File: src/rtl/GEMM_pkg.sv
// Shared GEMM datapath types and helpers.
// lane_delay() is the single source of truth for per-lane staircase depth.
package GEMM_pkg;

  typedef enum logic {SKEW_ASC, SKEW_DESC} skew_mode_t;

  function automatic int lane_delay(skew_mode_t mode, int base, int sa_size, int c);
    if (mode == SKEW_ASC) begin
      return base + c;
    end
    return base + sa_size - 1 - c;
  endfunction

endpackage

File: src/rtl/delay_line_lane.sv
// One lane of the staircase: DEPTH stages of {valid, data}, or a wire when DEPTH=0.
// Valid bits are authoritative; data registers only follow adv.
module delay_line_lane #(
  parameter int DEPTH        = 1,
  parameter int DATA_WIDTH   = 32,
  parameter bit ZERO_INVALID = 1'b1
) (
  input  logic                  clk,
  input  logic                  resetn,
  input  logic                  adv,
  input  logic                  flush,
  input  logic [DATA_WIDTH-1:0] in_data,
  input  logic                  in_valid,
  output logic [DATA_WIDTH-1:0] out_data,
  output logic                  out_valid,
  output logic                  busy
);

  if (DEPTH == 0) begin : g_pass
    // Zero-depth lane ignores the pipeline controls entirely.
    logic unused_ctrl;
    assign unused_ctrl = ^{clk, resetn, adv, flush};
    assign out_valid   = in_valid;
    assign out_data    = (ZERO_INVALID && !in_valid) ? '0 : in_data;
    assign busy        = 1'b0;
  end else begin : g_reg
    logic [DEPTH-1:0]      valid_q, valid_d;
    logic [DATA_WIDTH-1:0] data_q [DEPTH];
    logic [DATA_WIDTH-1:0] data_d [DEPTH];

    always_comb begin
      valid_d = valid_q;
      data_d  = data_q;
      if (adv) begin
        data_d[0]  = in_data;
        valid_d[0] = in_valid;
        for (int k = 1; k < DEPTH; k++) begin
          data_d[k]  = data_q[k-1];
          valid_d[k] = valid_q[k-1];
        end
      end
      // Flush wins over shifting for valid bits, including the incoming beat.
      if (flush) begin
        valid_d = '0;
      end
    end

    always_ff @(posedge clk) begin
      if (!resetn) begin
        valid_q <= '0;
        for (int k = 0; k < DEPTH; k++) begin
          data_q[k] <= '0;
        end
      end else begin
        valid_q <= valid_d;
        data_q  <= data_d;
      end
    end

    assign out_valid = valid_q[DEPTH-1];
    assign out_data  = (ZERO_INVALID && !valid_q[DEPTH-1]) ? '0 : data_q[DEPTH-1];
    assign busy      = |valid_q;
  end

endmodule

File: src/rtl/skew_delay_line.sv
// Per-lane staircase delay line: skews operands into the systolic array or de-skews results out.
// Lane depth comes from lane_delay(); busy is the OR of every registered valid bit.
module skew_delay_line
  import GEMM_pkg::*;
#(
  parameter int         SA_SIZE      = 8,
  parameter int         DATA_WIDTH   = 32,
  parameter skew_mode_t MODE         = SKEW_ASC,
  parameter int         BASE_LAT     = 1,
  parameter bit         ZERO_INVALID = 1'b1
) (
  input  logic                  clk,
  input  logic                  resetn,
  input  logic                  adv,
  input  logic                  flush,
  input  logic [DATA_WIDTH-1:0] in_data   [SA_SIZE],
  input  logic [SA_SIZE-1:0]    in_valid,
  output logic [DATA_WIDTH-1:0] out_data  [SA_SIZE],
  output logic [SA_SIZE-1:0]    out_valid,
  output logic                  busy
);

  if (SA_SIZE < 1 || BASE_LAT < 0 || (SA_SIZE > 1 && BASE_LAT + SA_SIZE - 1 < 1)) begin : g_bad_cfg
    $error("skew_delay_line: illegal SA_SIZE/BASE_LAT combination");
  end

  logic [SA_SIZE-1:0] lane_busy;

  for (genvar gi = 0; gi < SA_SIZE; gi++) begin : g_lane
    delay_line_lane #(
      .DEPTH       (lane_delay(MODE, BASE_LAT, SA_SIZE, gi)),
      .DATA_WIDTH  (DATA_WIDTH),
      .ZERO_INVALID(ZERO_INVALID)
    ) u_lane (
      .clk      (clk),
      .resetn   (resetn),
      .adv      (adv),
      .flush    (flush),
      .in_data  (in_data[gi]),
      .in_valid (in_valid[gi]),
      .out_data (out_data[gi]),
      .out_valid(out_valid[gi]),
      .busy     (lane_busy[gi])
    );
  end

  assign busy = |lane_busy;

endmodule

File: config.mk
export PLATFORM = sky130hd
export DESIGN_NAME = skew_delay_line
export DESIGN_NICKNAME = d
export VERILOG_FILES = /design/src/rtl/GEMM_pkg.sv /design/src/rtl/delay_line_lane.sv /design/src/rtl/skew_delay_line.sv
export SDC_FILE = /design/constraint.sdc
export NUM_CORES = 2
export LEC_CHECK = 0
export ABC_AREA = 1
export CAP_MARGIN = 20
export CORE_MARGIN = 2
export CORE_UTILIZATION = 55
export CTS_CLUSTER_DIAMETER = 120
export DETAILED_ROUTE_END_ITERATION = 8
export PLACE_DENSITY = 0.79
export SLEW_MARGIN = 10
export SYNTH_ARGS = -nofsm -noshare
export SYNTH_HDL_FRONTEND = slang
export SYNTH_SLANG_ARGS = --single-unit
File: constraint.sdc
create_clock -name clk -period 1.61 [get_ports clk]
set_clock_uncertainty 0.05 [all_clocks]
set_input_delay 0.483 -clock clk [delete_from_list [all_inputs] [get_ports clk]]
set_output_delay 0.483 -clock clk [all_outputs]
set_load 0.05 [all_outputs]
==> summary.md <==
| Metric | Value |
|---|---|
| Status | finished with violations |
| Violated checks | setup timing |
| Post-route ant nets | 0 |
| CP endpoint | out_data[250] |
| Final count of hold timing violations | 0 |
| Slowest CP cell | dfxtp_4 |
| Leak Pwr | 26.6 nW |
| Die area | 0.0798 mm^2 |
| Vias in the first global route | 36800 |
| # Max-Cap Violations | 0 |
| Worst-skew pair later-pin latency | ~680 ps |
| F_max | 407 MHz |
| Yosys reg bits | 1188 |
| Distinct cells, synth | 14 |
| Worst path required time | approximately 1100 ps |
| Clk buf depth | 3 |
| Slew Limit Headroom | 53.6% |
| Slew Viols, Final | 0 |
| Reg area | 0.0238 mm^2 |
| Synth top area share | 55.7% |
| DPL Wire Length | 72400 um |
| DR vias | roughly 40000 |
| DRC violations left | 0 |
| Layout cell share with drive strength beyond 1 | 19.5% |
| Critical path arrival | 1920 ps |
| CTS tree | built |
| Filler cell count | between 4000 and 5000 |
| Std cell rows | 102 |
| Peak VDD IR | 0.000887 V |
| Final setup margin | -845 ps |
| Fin crit share | 152% |
| Worst hold path class | primary input to register |
| H-tree levels | 3 |
| P&R area growth vs syn | 41.8% |
| Wire length per cell | 17.3 um |
| CP endpoint kind | output pin |
| Hold_sp | resetn |
| Syn Area/Cell | 7.45 um^2 |
| Commonest non-fill, non-tap cell in the layout | nor2_1 |
| Pwr/cell area | 1100 mW/mm^2 |
| Final setup fails | 265 |
| Reg2Reg Setup Slack | 270 ps |
| Crit path launch type | register |
| Setup slack at placement | -37.4 ps |
| First-pass DRT Iterations | 6 |
| Initial antenna violation count | 30 |
| Ys Warns | 0 |
| Clock Sinks | 1188 |
| Drt via density | roughly 5.3 |
| Worst setup path start | g_lane[0].u_lane.busy |
| Commonest cells after routing, fill and taps aside | 2319 x nor2_1, 1176 x dfxtp_1, 1156 x o21ai_0 |
| Post-Synthesis Cell Area | 0.0427 mm^2 |
| Initial Util | 55.3% |
| Worst r2r src | g_lane[1].u_lane.g_reg.valid_q[1] |
| Critical R2R Capture | g_lane[1].u_lane.g_reg.valid_q[1] |
| Die X | 283 um |
| PortBufs | approximately 530 |
| Fin nets | 6455 |
| CTS buffer count | 115 |
| Tightest Pin Transition | ~700 ps |
| Critical Path Fanout Max | 8 |
| Tmin final | 2450 ps |
| Clk pin slew, worst setup/hold paths | 60 ps |
| Power Total | approximately 0.066 W |
| Die H | 283 um |
| WL final | 127000 um |
| RSZ-0062 raised after global routing | yes |
| R2R depth | 5 |
| First-pass GRT wire length | 190000 um |
| Hold Buf Count CTS | 0 |
| Iter 0 DRT Violations | 3607 |
| Ports | 533 |
| Yosys top cell by area | dfxtp_1 |
| Core area | 0.0771 mm^2 |
| Multi-input logic area | around 0.018 mm^2 |
| GP Congestion | 0.862 |
| Clk root buf | clkbuf_16 |
| Crit-path cells | buf_8 > buf_16 > nand2_8 > clkinvlp_4 > buf_12 |
| Synth top area cells | dfxtp_1 56%, nor2_1 20%, o21ai_0 14% |
| Synthesized Nets | 5998 |
| Total GRT Usage | 29.2% |
| Register area share after synthesis | 55.7% |
| Cells after synthesis | between 5000 and 6000 |
| CP peak stage delay | between 300 and 400 ps |
| Largest net degree at the start of global routing | roughly 130 |
| Total gr overflow | 0 |
| WS Path Type | register to output pin |
state kept, by name, summed over array words and instances (netlist names):
name and cells:
g_lane.u_lane.g_reg.data_q 1152, g_lane.u_lane.g_reg.valid_q 35, g_lane.u_lane.busy 1
worst min-delay path by stage:
stage,to,slack [ps],depth (start not counted)
2_1_floorplan,g_lane[4].u_lane.g_reg.valid_q[0],400,2
3_3_place_gp,g_lane[1].u_lane.g_reg.data_q[16],400,2
3_5_place_dp,g_lane[5].u_lane.g_reg.data_q[45],410,2
4_1_cts,g_lane[5].u_lane.g_reg.data_q[34],50,3
5_1_grt,g_lane[5].u_lane.g_reg.data_q[34],80,3
6_report,g_lane[5].u_lane.g_reg.data_q[2],100,3
cells by family after synthesis:
group,synth area share [%]
compound gates,14.0
buf+inv,6.90
flops,55.7
simple gates,23.4
per-stage QoR:
step | utilization, % | setup TNS (ps) | cell area [um^2] | instances | hold slack [ps]
CTS | 77.5 | -162140 | 59700 | 7312 | 49.9
floorplan | - | -4690 | 43600 | 5730 | 398
global route | 78.5 | -168110 | 60500 | 7348 | 81.7
global placement | 69.3 | -32.2 | 53400 | 7061 | 405
finish | 78.5 | -157660 | 60500 | 7349 | 100
detailed placement | 69.3 | -184 | 53400 | 7061 | 413
cell type report:
class / instances / area share (%)
clock buffers: 171 / 5.77
multi-input cells: 3847 / 29.4
well taps: 1040 / 2.15
repair buffers: 774 / 19.1
flip-flops and latches: 1188 / 39.4
clock inverters: 38 / 0.939
diodes: 30 / 0.124
inverters: 261 / 3.17
power breakdown:
group          leakage [nW]  switching, W  internal, W
registers              9.84       0.00124       0.0313
clock network          2.01        0.0115       0.0168
logic                  14.8       0.00323      0.00239
total                  26.6        0.0159       0.0504
synthesized netlist by cell type:
cell	n
nor3_1	1
o21ai_0	1156
nor2_1	2325
a21oi_1	36
nand2_1	326
inv_4	1
clkbuf_1	266
buf_4	36
inv_1	260
nand3_1	2
nand4_1	1
buf_2	127
dfxtp_1	1188
buf_6	5
timing repair:
action,4_1_cts,5_1_grt
cloned,21,5
buffers inserted,21,10
pin swaps,13,9
gates resized for setup,448,163
setup endpoints to repair,265,265
critical path, delay by kind of cell, from the launching register on:
family                 cells  cell delay [ps]
and+or+nand+nor            1              100
DFF                        1              370
buffers and inverters      4              760
metal layers:
layer	vias to the layer above	routed length [um]	GRT usage, %
met4	4	7370	15.8
li1	18900	-	-
met2	1461	59700	48.0
met1	18300	51000	36.5
met3	420	9000	5.38
met5	-	33	0
Note: power is estimated with default switching activity, not from simulation.
